File: config.mk
export PLATFORM = sky130hd
export DESIGN_NAME = std_fp_sacc_pipe
export DESIGN_NICKNAME = d
export VERILOG_FILES = /design/src/rtl/std_fp_sacc_pipe.sv
export SDC_FILE = /design/constraint.sdc
export NUM_CORES = 1
export LEC_CHECK = 0
export CORE_MARGIN = 3
export CORE_UTILIZATION = 65
export CTS_BUF_LIST = sky130_fd_sc_hd__clkbuf_4 sky130_fd_sc_hd__clkbuf_8
export DETAILED_ROUTE_END_ITERATION = 6
export PLACE_DENSITY = 0.89
export SLEW_MARGIN = 40
export SYNTH_ARGS = -nofsm -noshare
export SYNTH_HDL_FRONTEND = slang
export SYNTH_SLANG_ARGS = --single-unit
File: constraint.sdc
create_clock -name clk -period 8.45 [get_ports clk]
set_input_delay 1.2675 -clock clk [delete_from_list [all_inputs] [get_ports clk]]
set_output_delay 1.2675 -clock clk [all_outputs]
set_load 0.005 [all_outputs]
File: src/rtl/std_fp_sacc_pipe.sv
// Signed fixed-point saturating accumulator with go/done handshake.
// A guarded internal sum feeds a WIDTH-bit saturated output and a sticky overflow flag.
module std_fp_sacc_pipe #(
    parameter int WIDTH      = 32,
    parameter int INT_WIDTH  = 16,
    parameter int FRAC_WIDTH = 16,
    parameter int GUARD      = 8
) (
    input  logic             clk,
    input  logic             reset,
    input  logic             go,
    input  logic             clear,
    input  logic [WIDTH-1:0] in,
    output logic [WIDTH-1:0] out,
    output logic             ovf,
    output logic             done
);
    localparam int ACC_W = WIDTH + GUARD;

    localparam logic [ACC_W-1:0] ACC_MAX = {1'b0, {(ACC_W-1){1'b1}}};
    localparam logic [ACC_W-1:0] ACC_MIN = {1'b1, {(ACC_W-1){1'b0}}};
    localparam logic [WIDTH-1:0] OUT_MAX = {1'b0, {(WIDTH-1){1'b1}}};
    localparam logic [WIDTH-1:0] OUT_MIN = {1'b1, {(WIDTH-1){1'b0}}};

    if (INT_WIDTH + FRAC_WIDTH != WIDTH) begin : g_fmt_check
        $error("INT_WIDTH + FRAC_WIDTH must equal WIDTH");
    end

    typedef enum logic [1:0] {
        S_IDLE = 2'd0,
        S_ADD  = 2'd1,
        S_DONE = 2'd2
    } state_t;

    state_t             r_state;
    state_t             w_state_next;
    logic [WIDTH-1:0]   r_in_q;
    logic               r_clr_q;
    logic [ACC_W-1:0]   r_acc;
    logic [WIDTH-1:0]   r_out;
    logic               r_ovf;
    logic               r_done;

    logic [ACC_W-1:0]   w_ext;
    logic [ACC_W:0]     w_sum;
    logic               w_sum_sat;
    logic [ACC_W-1:0]   w_acc_n;
    logic [GUARD:0]     w_top;
    logic               w_out_sat;
    logic [WIDTH-1:0]   w_out_n;
    logic               w_ovf_n;
    logic               w_commit;

    always_ff @(posedge clk) begin
        if (reset) begin
            r_state <= S_IDLE;
        end else begin
            r_state <= w_state_next;
        end
    end

    always_comb begin
        w_state_next = r_state;
        w_commit     = 1'b0;
        case (r_state)
            S_IDLE: if (go) w_state_next = S_ADD;
            S_ADD: begin
                // Dropping go here aborts without touching the accumulator.
                w_state_next = go ? S_DONE : S_IDLE;
                w_commit     = go;
            end
            S_DONE:  w_state_next = S_IDLE;
            default: w_state_next = S_IDLE;
        endcase
    end

    always_comb begin
        w_ext     = {{GUARD{r_in_q[WIDTH-1]}}, r_in_q};
        w_sum     = r_clr_q ? {w_ext[ACC_W-1], w_ext}
                            : ({r_acc[ACC_W-1], r_acc} + {w_ext[ACC_W-1], w_ext});
        w_sum_sat = w_sum[ACC_W] != w_sum[ACC_W-1];
        w_acc_n   = w_sum_sat ? (w_sum[ACC_W] ? ACC_MIN : ACC_MAX) : w_sum[ACC_W-1:0];
        // The value fits WIDTH bits only if the guard bits plus the WIDTH sign agree.
        w_top     = w_acc_n[ACC_W-1:WIDTH-1];
        w_out_sat = !((&w_top) || (~|w_top));
        w_out_n   = w_out_sat ? (w_acc_n[ACC_W-1] ? OUT_MIN : OUT_MAX) : w_acc_n[WIDTH-1:0];
        w_ovf_n   = (~r_clr_q & r_ovf) | w_sum_sat | w_out_sat;
    end

    always_ff @(posedge clk) begin
        if (reset) begin
            r_in_q  <= '0;
            r_clr_q <= 1'b0;
            r_acc   <= '0;
            r_out   <= '0;
            r_ovf   <= 1'b0;
            r_done  <= 1'b0;
        end else begin
            r_done <= w_commit;
            if (r_state == S_IDLE && go) begin
                r_in_q  <= in;
                r_clr_q <= clear;
            end
            if (w_commit) begin
                r_acc <= w_acc_n;
                r_out <= w_out_n;
                r_ovf <= w_ovf_n;
            end
        end
    end

    assign out  = r_out;
    assign ovf  = r_ovf;
    assign done = r_done;
endmodule
==> results of run 1 <==
metrics by stage:
stage	utilization (%)	cells	hold slack, ns	total power [uW]
after CTS	74.3	1206	0.467	1220
after global routing	74.4	1206	0.500	1280
after floorplan	-	1051	0.440	801
after detailed placement	72.5	1190	0.449	898
final	74.4	1206	0.467	1220
after global placement	72.3	1188	0.448	889
cells in the mapped netlist (14+ instances only):
cell type and instances:
sky130_fd_sc_hd__a21oi_1 158, sky130_fd_sc_hd__nor2_1 124, sky130_fd_sc_hd__dfxtp_1 109, sky130_fd_sc_hd__nand2_1 108, sky130_fd_sc_hd__nor3_1 69, sky130_fd_sc_hd__clkbuf_1 60, sky130_fd_sc_hd__a211oi_1 57, sky130_fd_sc_hd__ha_1 40
sky130_fd_sc_hd__nor4_1 35, sky130_fd_sc_hd__a21oi_2 33, sky130_fd_sc_hd__o21ai_0 29, sky130_fd_sc_hd__xnor2_1 17, sky130_fd_sc_hd__buf_2 15, sky130_fd_sc_hd__nand3_1 15, sky130_fd_sc_hd__xor2_1 14
cells by family (layout without fill, tap and decap cells):
kind of cell	after synthesis	after routing	share of synthesized area [%]
adder cells (fa/ha/maj)	45	45	7.25
buffers and inverters	94	106	5.20
AND/OR/NAND/NOR	409	409	24.7
AO/OA/AOI/OAI	357	357	30.3
flip-flops	109	109	28.2
multiplexers	6	6	0.842
XOR/XNOR	31	31	3.51
power groups by stage:
| stage | logic [uW] | clock network (uW) | registers (uW) |
|---|---|---|---|
| global route | 366 | 348 | 566 |
| global placement | 317 | 0 | 572 |
| floorplan | 232 | 0 | 569 |
| finish | 334 | 325 | 562 |
| detailed placement | 325 | 0 | 573 |
| CTS | 327 | 327 | 562 |
worst max-delay path by stage:
stage	from	end	slack [ns]	cells past startpoint
2_1_floorplan	r_in_q[31]	out[16]	4.99	13
3_3_place_gp	r_in_q[31]	out[0]	3.50	12
3_5_place_dp	r_in_q[31]	out[0]	3.71	12
4_1_cts	r_in_q[31]	out[0]	3.68	12
5_1_grt	r_in_q[31]	out[0]	3.41	12
6_report	r_in_q[31]	out[0]	3.79	12
critical path: stages (launching register included):
cell and delay (ns):
sky130_fd_sc_hd__dfxtp_1 0.66, sky130_fd_sc_hd__ha_1 0.39, sky130_fd_sc_hd__a21oi_1 0.30, sky130_fd_sc_hd__a21oi_1 0.11
sky130_fd_sc_hd__a311oi_1 0.39, sky130_fd_sc_hd__a21oi_1 0.20, sky130_fd_sc_hd__nand2b_1 0.20, sky130_fd_sc_hd__o211a_2 0.43
sky130_fd_sc_hd__nand2_1 0.46, sky130_fd_sc_hd__a21oi_1 0.22, sky130_fd_sc_hd__o41ai_4 0.57, sky130_fd_sc_hd__buf_4 0.48
sky130_fd_sc_hd__a21oi_1 0.13
layer usage:
layer | GRT usage (%) | wire (um)
met5 | 0 | 0
met4 | 10.5 | 450
met3 | 6.05 | 1560
met2 | 54.3 | 10200
met1 | 44.1 | 9830
cell type report:
class / instances / area (um^2) / area share, %
flip-flops and latches: 109 / 2180 / 25.5
multi-input cells: 848 / 5190 / 60.6
well taps: 143 / 179 / 2.09
clock buffers: 11 / 139 / 1.62
repair buffers: 80 / 774 / 9.04
inverters: 10 / 37.5 / 0.438
clock inverters: 5 / 60.1 / 0.701
sequential cells by signal, indices dropped and copies added, names as in the netlist:
register and flops:
done 1, out 32, ovf 1, r_acc 40
r_clr_q 1, r_in_q 32, r_state 2
==> results list, run 1 <==
- Fraction of post-synthesis cell area in the top cell type by area: 28.2%
- In this run, the clock network consumes 26.6% of the power.
- In this run the vertical extent of the chip is 115 um.
- Entering global routing, the biggest net connects 79 pins.
- After synthesis, the share of flip-flops with an asynchronous set or reset is 0%.
* Worst-case setup slack after placement: 3.71 ns
* Final setup margin: 3.79 ns
- Internal power: 810 uW
* H-tree depth reported by CTS: 3
- Buffers inserted during clock tree synthesis total 9.
- Final number of hold-violating endpoints: 0
- Leaving out fill and tap cells, the most frequent cell in the layout is sky130_fd_sc_hd__a21oi_1.
- The largest total area in the synthesized netlist belongs to sky130_fd_sc_hd__dfxtp_1.
- Part of the total power dissipated in sequential elements: 46.0%
- Cells with a size suffix above 1 make up 8.09% of the layout.
- CTS hold repair buffers: 0
- Main area contributors after synthesis: sky130_fd_sc_hd__dfxtp_1 (28%), sky130_fd_sc_hd__a21oi_1 (10%), sky130_fd_sc_hd__ha_1 (6.5%)
* Detailed-route vias per instance: 6.54
- For the pin with the worst max-slew slack, the measured transition is 0.882 ns.
* Fraction of power consumed by combinational cells: 27.3%
* DRT iter0 DRCs: 735
- At the worst endpoint, the arrival time is 4.93 ns.
* Commonest cells after routing, fill and taps aside: sky130_fd_sc_hd__a21oi_1 (158), sky130_fd_sc_hd__nor2_1 (123), sky130_fd_sc_hd__nand2_1 (108), sky130_fd_sc_hd__dfxtp_1 (108)
- Setup repair after global routing left no endpoint under its margin.
- Starting density of the core: 67.1%
- Clock net sink count: 109
- Setup slack on the worst reg-to-reg path comes out at 3.79 ns.
* Largest buffer count on any clock path: 2
- The pre-antenna-repair detailed-routing pass consisted of 5 iterations.
* Sum of negative setup slack: 0 ns
* Total wire length after detailed routing: 22100 um
- Instance count of the mapped netlist: 1051
- Port buffering added 69 buffers.
* Total non-filler cell area in the finished layout: 8570 um^2
- Die Area: 13200 um^2
* Dominant synthesized flop cell: sky130_fd_sc_hd__dfxtp_1
- Maximum clock rate: 214 MHz
* DRC violation count after routing: 0
- Launching element type of the critical path: register
- Switching part of the total: 33.7%
- After the last flow step, the layout net total stands at 1135.
- Number of antenna violations at the first check in global routing: 0
- Clock tree synthesis selected as its root buffer the cell sky130_fd_sc_hd__clkbuf_8.
- Final setup vio count: 0
* Kind of end point of the critical path: register
- GPL Wtd Cong: 1.01
- Fin crit period: 4.66 ns
- Counting flops with a built-in enable in the synthesized netlist gives 0.
* Detail-routed net length per standard cell: 18.3 um
* Path type of the worst setup path: reg -> reg
* Status: completed
- In this run the post-CTS setup repair buffer count came out at 0.
- For the worst flop-to-flop path, the logic depth is 12.
* Net load switching power: 411 uW
- TritonCTS clock tree: built
- Clock skew on the completed layout was measured at 0.0144 ns.
- Largest driver fanout on the critical path: 26
* Fillcell total: 950
* Net count after synthesis: 1128
- Fraction of the cycle the final worst path needs: 55.2%
* Cell Area, Synth: 7730 um^2
* Synthesized area per cell: 7.35 um^2
* Register clock-pin slew on the reported worst setup and hold paths: 0.10 ns
- The placed instances occupy a cell area of 8350 um^2.
- Type of the most critical hold path: reg -> reg
* Hold path cells: 2
* Insertion delay of the later-clocked pin in the worst-skew pair: 0.40 ns
* Maximum capacitance violations: 0
* P&R area growth vs syn: 10.8%
- Number of distinct standard cells referenced by the synthesized netlist: 75
- After floorplanning, the core was divided into 39 placement rows.
- Worst min-delay path startpoint: out[31]
* Capture endpoint of the worst hold path: out[31]
- CP Data Required Time: 8.72 ns
* Area of the core region: 11500 um^2
- Number of flip-flops and latches in the synthesized netlist: 109
- In this run the static leakage power is 0.00298 uW.
- The repair_antennas step left the layout with diodes totalling 0.
- Total power per unit cell area: 143 nW/um^2
- During I/O placement, the number of pins put on the boundary was 70.
- Reg2Reg Launch Point: r_in_q[31]
- Worst flop-to-flop path endpoint: out[0]
- Detailed placement ended at an HPWL of 15700 um.
- Worst ir drop on vdd: 141 uV
- Normalized max-slew margin: 40.6%
- Summing the sequential cell areas from Yosys gives 28.2% of the chip area.
* Via count of the first global-routing pass: 7189
- Detailed routing inserted a total of 7888 vias.
- Remaining Overflow, GRT: 0
- Fin. max-slew vios: 0
- In this run the remaining antenna-violating nets after routing total 0.
- For this run, the number of Yosys warnings is 0.
- First-pass GRT wire length: 35500 um
- Across every metal layer, demand over resource in global routing totals 33.1%.
- Overall die width: 115 um
* Post_cts resized: 0
(Power assumes the default switching activity.)
==> run 2, diff against run 1 <==
--- a/config.mk
+++ b/config.mk
@@ -6,10 +6,10 @@
 export NUM_CORES = 1
 export LEC_CHECK = 0
 export CORE_MARGIN = 3
-export CORE_UTILIZATION = 65
+export CORE_UTILIZATION = 60
 export CTS_BUF_LIST = sky130_fd_sc_hd__clkbuf_4 sky130_fd_sc_hd__clkbuf_8
 export DETAILED_ROUTE_END_ITERATION = 6
-export PLACE_DENSITY = 0.89
+export PLACE_DENSITY = 0.83
 export SLEW_MARGIN = 40
 export SYNTH_ARGS = -nofsm -noshare
 export SYNTH_HDL_FRONTEND = slang
==> constraint.sdc (replaced) <==
create_clock -name clk -period 4.5 [get_ports clk]
set_input_delay 0.675 -clock clk [delete_from_list [all_inputs] [get_ports clk]]
set_output_delay 0.675 -clock clk [all_outputs]
set_load 0.005 [all_outputs]
==> results list, run 2 (synthesized netlist as in run 1, its figures left out) <==
- Pin count of the biggest net entering global routing: 77
- Maximum clock rate: 246 MHz
- At the pin with the least slew margin, the transition time is 0.797 ns.
* Detail-routed net length per standard cell: 18.2 um
- First-pass GRT wire length: 36800 um
* Register clock-pin slew on the reported worst setup and hold paths: 0.11 ns
- The floorplan step set the die width to 119 um.
- In the final layout, the share of cells above drive strength 1 is 8.76%.
- DRT iter0 DRCs: 667
- Setup total negative slack on the finished layout was measured at 0 ns.
- The number of slew-limit violations in the final report was 0.
- Area of placed instances: 8480 um^2
- Internal power comes to 1550 uW.
- In the finished design, the share of the clock period the worst path needs comes to 90.2%.
* Switching part of the total: 33.6%
* Router iterations before antenna repair: 6
* Register with the most flip-flops: r_acc
* Register Area: 2180 um^2
* Fin crit period: 4.06 ns
- Insertion delay of the later-clocked pin in the worst-skew pair: 0.41 ns
- Total non-filler cell area in the finished layout: 8700 um^2
* Relative contribution of the clock network to total power: 27.9%
- In this run the power density over the cells is 268 nW/um^2.
* Die Area: 14300 um^2
* Commonest cells after routing, fill and taps aside: sky130_fd_sc_hd__a21oi_1 (158), sky130_fd_sc_hd__nor2_1 (124), sky130_fd_sc_hd__nand2_1 (108), sky130_fd_sc_hd__dfxtp_1 (108)
- Layout Nets: 1145
- After clock tree synthesis, the flow added hold-fix buffers numbering 0.
- Flip-flop count of the largest register, all copies and words added: 40
- Port buffering added 69 buffers.
* Chip height: 119 um
* Boundary Pins: 70
- Delay of the slowest cell on the worst path: 0.67 ns
* Normalized max-slew margin: 46.8%
- In this run the power spent charging and discharging nets is 784 uW.
* Post-CTS setup buffer count: 0
* Largest buffer count on any clock path: 2
- Fillcell total: 1048
* DP Wirelength: 16100 um
- The floorplan has 40 rows.
* Cell chain of the critical path: ha_1, a21oi_2, o21ai_2, a221o_1, or2_1, and3_4, a2111oi_4, mux2_4, a21oi_2, o41ai_4, buf_4, a21oi_2
* Cell with the most instances on the worst path: sky130_fd_sc_hd__a21oi_2
* DRT antenna net count: 0
* Via count of the first global-routing pass: 7213
* Number of antenna cells inserted: 0
* Final number of hold-violating endpoints: 0
- In this run, CTS created clock tree buffers numbering 9.
- Part of the total power dissipated in sequential elements: 45.4%
* Detailed-route vias per instance: 6.39
* Final setup vio count: 0
- Largest driver fanout on the critical path: 21
* Maximum capacitance violations: 0
- Routability-driven placement finished with a final weighted congestion of 1.03.
* Launching element type of the critical path: register
- Path type of the worst setup path: reg -> reg
- P&R area growth vs syn: 12.6%
- Clock tree synthesis found a total of 109 sinks.
- The clock arrives with 0.0199 ns of skew.
- Total wire length after detailed routing: 22600 um
- Type of the most critical hold path: reg -> reg
- The largest individual stage delay along the critical path comes from the cell sky130_fd_sc_hd__dfxtp_1.
- DRC violation count after routing: 0
- IR analysis of the VDD net gives a maximum drop of 207 uV.
- The root buffer cell chosen for the clock tree is sky130_fd_sc_hd__clkbuf_8.
- The initial utilization of the core area, before any placement, comes to 62.8%.
- Area of the core region: 12300 um^2
- Summing all multi-input logic gate instances after layout gives 5180 um^2.
- Post-CTS repair changed the size of 0 cells.
- Data on the critical path arrives at its endpoint at 4.34 ns.
- Leak: 0.00306 uW
- The run finished with clean final reports.
- RSZ-0062 raised after global routing: false
- Via count: 7928
- H-tree depth reported by CTS: 3
- The number of antenna violations at the first check in global routing was 0.
- Leaving out fill and tap cells, the most frequent cell in the layout is sky130_fd_sc_hd__a21oi_1.
- STA puts the critical path data required time at 4.78 ns.
- Fraction of power consumed by combinational cells: 26.7%
- The worst setup path is captured at a register.
* Global router's overall resource usage: 31.4%
- TritonCTS built the clock tree.
- Remaining Overflow, GRT: 0
==> run 2: changes by cell type in the layout (fill, tap and decap cells not counted), sizes merged <==
cell / previous run / this run
clkinvlp: 1 / 0
clkinv: 2 / 3
buf: 12 / 22
==> run 2: stage by stage <==
stage	instances	power, uW	utilization (%)	setup WS (ns)	hold WS [ns]
after floorplan	1051	1500	-	1.04	0.440
after global placement	1225	1680	68.9	0.587	0.446
after detailed placement	1225	1690	68.9	0.528	0.450
after CTS	1241	2330	70.7	0.491	0.469
after global routing	1241	2440	70.7	0.128	0.499
final	1241	2330	70.7	0.441	0.466
==> run 2: worst max-delay path, delay by kind of cell, from the launching register on <==
family / cells / cell delay [ns]
AOI/OAI and AO/OA: 7 / 1.61
DFF: 1 / 0.67
and+or+nand+nor: 2 / 0.48
buffers and inverters: 1 / 0.42
adders and majority gates: 1 / 0.40
muxes: 1 / 0.35
==> run 2: path summary, 6_finish.rpt <==
check        startpoint      end  slack (ns)  depth (start not counted)
max          r_in_q[31]  out[20]        0.44                         12
min             out[31]  out[31]        0.47                          2
max reg2reg  r_in_q[31]  out[20]        0.44                         12
min reg2reg     out[31]  out[31]        0.47                          2
==> run 2: per-layer routing <==
layer | track usage [%] | wire [um]
met1 | 44.2 | 10500
met2 | 49.0 | 9910
met3 | 5.00 | 1620
met4 | 10.8 | 597
met5 | 0 | 0
==> run 2: cell type report <==
class / count / share of cell area [%]
Clock buffer: 11 / 1.74
Clock inverter: 5 / 0.776
Inverter: 10 / 0.431
Multi-Input combinational cell: 848 / 59.6
Sequential cell: 109 / 25.1
Tap cell: 168 / 2.41
Timing Repair Buffer: 90 / 10.0
==> run 2: power groups by stage <==
| stage | Combinational (uW) | Clock (uW) | Sequential (uW) |
|---|---|---|---|
| floorplan | 435 | 0 | 1070 |
| global placement | 601 | 0 | 1080 |
| detailed placement | 610 | 0 | 1080 |
| CTS | 613 | 655 | 1060 |
| global route | 686 | 690 | 1070 |
| finish | 622 | 651 | 1060 |
==> run 3, diff against run 2 <==
--- a/config.mk
+++ b/config.mk
@@ -6,10 +6,10 @@
 export NUM_CORES = 1
 export LEC_CHECK = 0
 export CORE_MARGIN = 3
-export CORE_UTILIZATION = 60
+export CORE_UTILIZATION = 30
 export CTS_BUF_LIST = sky130_fd_sc_hd__clkbuf_4 sky130_fd_sc_hd__clkbuf_8
 export DETAILED_ROUTE_END_ITERATION = 6
-export PLACE_DENSITY = 0.83
+export PLACE_DENSITY = 0.47
 export SLEW_MARGIN = 40
 export SYNTH_ARGS = -nofsm -noshare
 export SYNTH_HDL_FRONTEND = slang
==> results list, run 3 (synthesized netlist as in run 1, its figures left out) <==
- Remaining Overflow, GRT: 0
- The via count of the first global-routing pass was 7394.
* Final setup vio count: 0
- The number of placed instances, taps included, is 1396.
- Type of the most critical hold path: reg -> reg
* Starting density of the core: 30.6%
- Largest buffer count on any clock path: 2
- The cell sitting at the root of the clock tree is a sky130_fd_sc_hd__clkbuf_8.
* Router iterations before antenna repair: 4
- In the finished design, the share of the clock period the worst path needs comes to 90.1%.
- DP Wirelength: 18600 um
- After clock tree synthesis, the repair step resized 0 gates.
- CP Data Required Time: 4.78 ns
- Crit path DAT: 4.33 ns
* Fin. max-slew vios: 0
- From bottom edge to top edge, the die measures 167 um.
- Overall die width: 167 um
* Register clock-pin slew on the reported worst setup and hold paths: 0.11 ns
- RSZ-0062 raised after global routing: false
- Maximum capacitance violations: 0
- DRT antenna net count: 0
- After layout, the worst setup slack is 0.447 ns.
- The number of antenna violations at the first check in global routing came to 0.
- Clock net sink count: 109
- Dividing the detail-routed wire length by the instance count gives 17.9 um.
- Status: completed
* Path type of the worst setup path: reg -> reg
- Via count: 7675
- Largest driver fanout on the critical path: 11
* DRC violation count after routing: 0
- The first global-routing pass estimated 40400 um of wire.
- Fin crit period: 4.05 ns
- Total power per unit cell area: 256 nW/um^2
- Boundary Pins: 70
- Global router's overall resource usage: 17.7%
- The clock network is responsible for 26.0% of the overall power.
- TritonCTS created 9 clock buffers.
- In this run the core area contains 58 standard-cell rows.
* Number of buffer cells added on primary ports: 69
- In this run the post-CTS setup repair buffer count came out at 0.
- Setup total negative slack on the finished layout was measured at 0 ns.
- Leaving out filler cells and counting taps, the final layout contains 1412.
* Number of antenna cells inserted: 0
- DRT iter0 DRCs: 556
- Reg2Reg Launch Point: r_in_q[18]
- Register with the most flip-flops: r_acc
- After detailed routing, the number of vias per cell comes to 5.44.
- CTS hold repair buffers: 0
* Leak: 0.00308 uW
- Combinational logic is responsible for 27.6% of the overall power.
- Flip-flop count of the largest register, all copies and words added: 40
- In the final design database the tool counted 1154 nets.
- Derived from the worst setup path, the maximum achievable clock frequency is 247 MHz.
* Total wire length after detailed routing: 25200 um
- TritonCTS built the clock tree.
- In this run switching power makes up 35.0% of total power.
- Normalized max-slew margin: 45.0%
- The hold violation total from the final report is 0.
* P&R area growth vs syn: 15.6%
- In the layout the commonest cells are sky130_fd_sc_hd__a21oi_1 (158), sky130_fd_sc_hd__nor2_1 (124), sky130_fd_sc_hd__nand2_1 (108), sky130_fd_sc_hd__dfxtp_1 (108).
- Die Area: 27700 um^2
* Final Skew: 0.0186 ns
- STA classifies the critical path startpoint as a register.
- The later pin in the worst-skew pair is clocked with a latency of 0.40 ns.
- H-tree depth reported by CTS: 3
- Worst-case setup slack after placement: 0.521 ns
* Startpoint of the most critical setup path: r_in_q[18]
- Area of the core region: 25300 um^2
* Leading cell type in the layout, fill and taps excluded: sky130_fd_sc_hd__a21oi_1
* Worst ir drop on vdd: 149 uV
* Net load switching power: 801 uW
- Worst min-delay path startpoint: out[31]
- Slew @ Worst Pin: 0.825 ns
* Internal power: 1490 uW
* GPL Wtd Cong: 0.874
* Kind of end point of the critical path: register
* Part of the total power dissipated in sequential elements: 46.3%
- The post-route netlist has 9.52% of its cells at a drive strength greater than 1.
* Pin count of the biggest net entering global routing: 100
-- run 3: per-layer routing --
layer	share of wire (%)	track usage, %	routed length, um	up-vias
met5	0	0	0	-
met4	1.3	3.84	333	0
met3	3.6	2.44	910	21
met2	45	28.5	11300	148
met1	50	25.3	12600	3590
li1	-	-	-	3916
-- run 3: path summary, 6_finish.rpt --
check                           endpoint  slack, ns  cells past startpoint
worst max-delay path              out[0]       0.45                     12
worst min-delay path             out[31]       0.48                      2
worst max register to register    out[0]       0.45                     12
worst min register to register   out[31]       0.48                      2
-- run 3: final cells by class --
type	count	area, um^2
clock buffer	11	145
multi-input combinational	848	5180
timing repair buffer	99	930
sequential	109	2180
fill	2722	16300
tap	330	413
inverter	10	37.5
clock inverter	5	45.0
-- run 3: per-stage QoR --
| step | cell area [um^2] | utilization [%] | total power [uW] | hold WS [ns] |
|---|---|---|---|---|
| 6_report | 8940 | 35.4 | 2290 | 0.476 |
| 5_1_grt | 8940 | 35.4 | 2430 | 0.506 |
| 3_3_place_gp | 8730 | 34.6 | 1720 | 0.463 |
| 3_5_place_dp | 8750 | 34.6 | 1720 | 0.457 |
| 2_1_floorplan | 7730 | - | 1500 | 0.440 |
| 4_1_cts | 8940 | 35.4 | 2320 | 0.480 |
-- run 3: power by group through the flow --
stage / logic (uW) / clock network, uW / registers (uW)
finish: 633 / 597 / 1060
global route: 704 / 654 / 1070
CTS: 637 / 623 / 1060
detailed placement: 634 / 0 / 1080
global placement: 632 / 0 / 1080
floorplan: 435 / 0 / 1070
-- run 3: worst max-delay path, stage by stage (launching register included) --
cell                        delay, ns
sky130_fd_sc_hd__dfxtp_1         0.36
sky130_fd_sc_hd__ha_1            0.47
sky130_fd_sc_hd__and3_1          0.29
sky130_fd_sc_hd__and2_1          0.21
sky130_fd_sc_hd__o21ai_0         0.11
sky130_fd_sc_hd__a2111oi_0       0.69
sky130_fd_sc_hd__o32ai_1         0.28
sky130_fd_sc_hd__xnor2_1         0.19
sky130_fd_sc_hd__o21ai_1         0.30
sky130_fd_sc_hd__a31oi_1         0.20
sky130_fd_sc_hd__o41ai_4         0.41
sky130_fd_sc_hd__buf_4           0.31
sky130_fd_sc_hd__a21oi_1         0.10
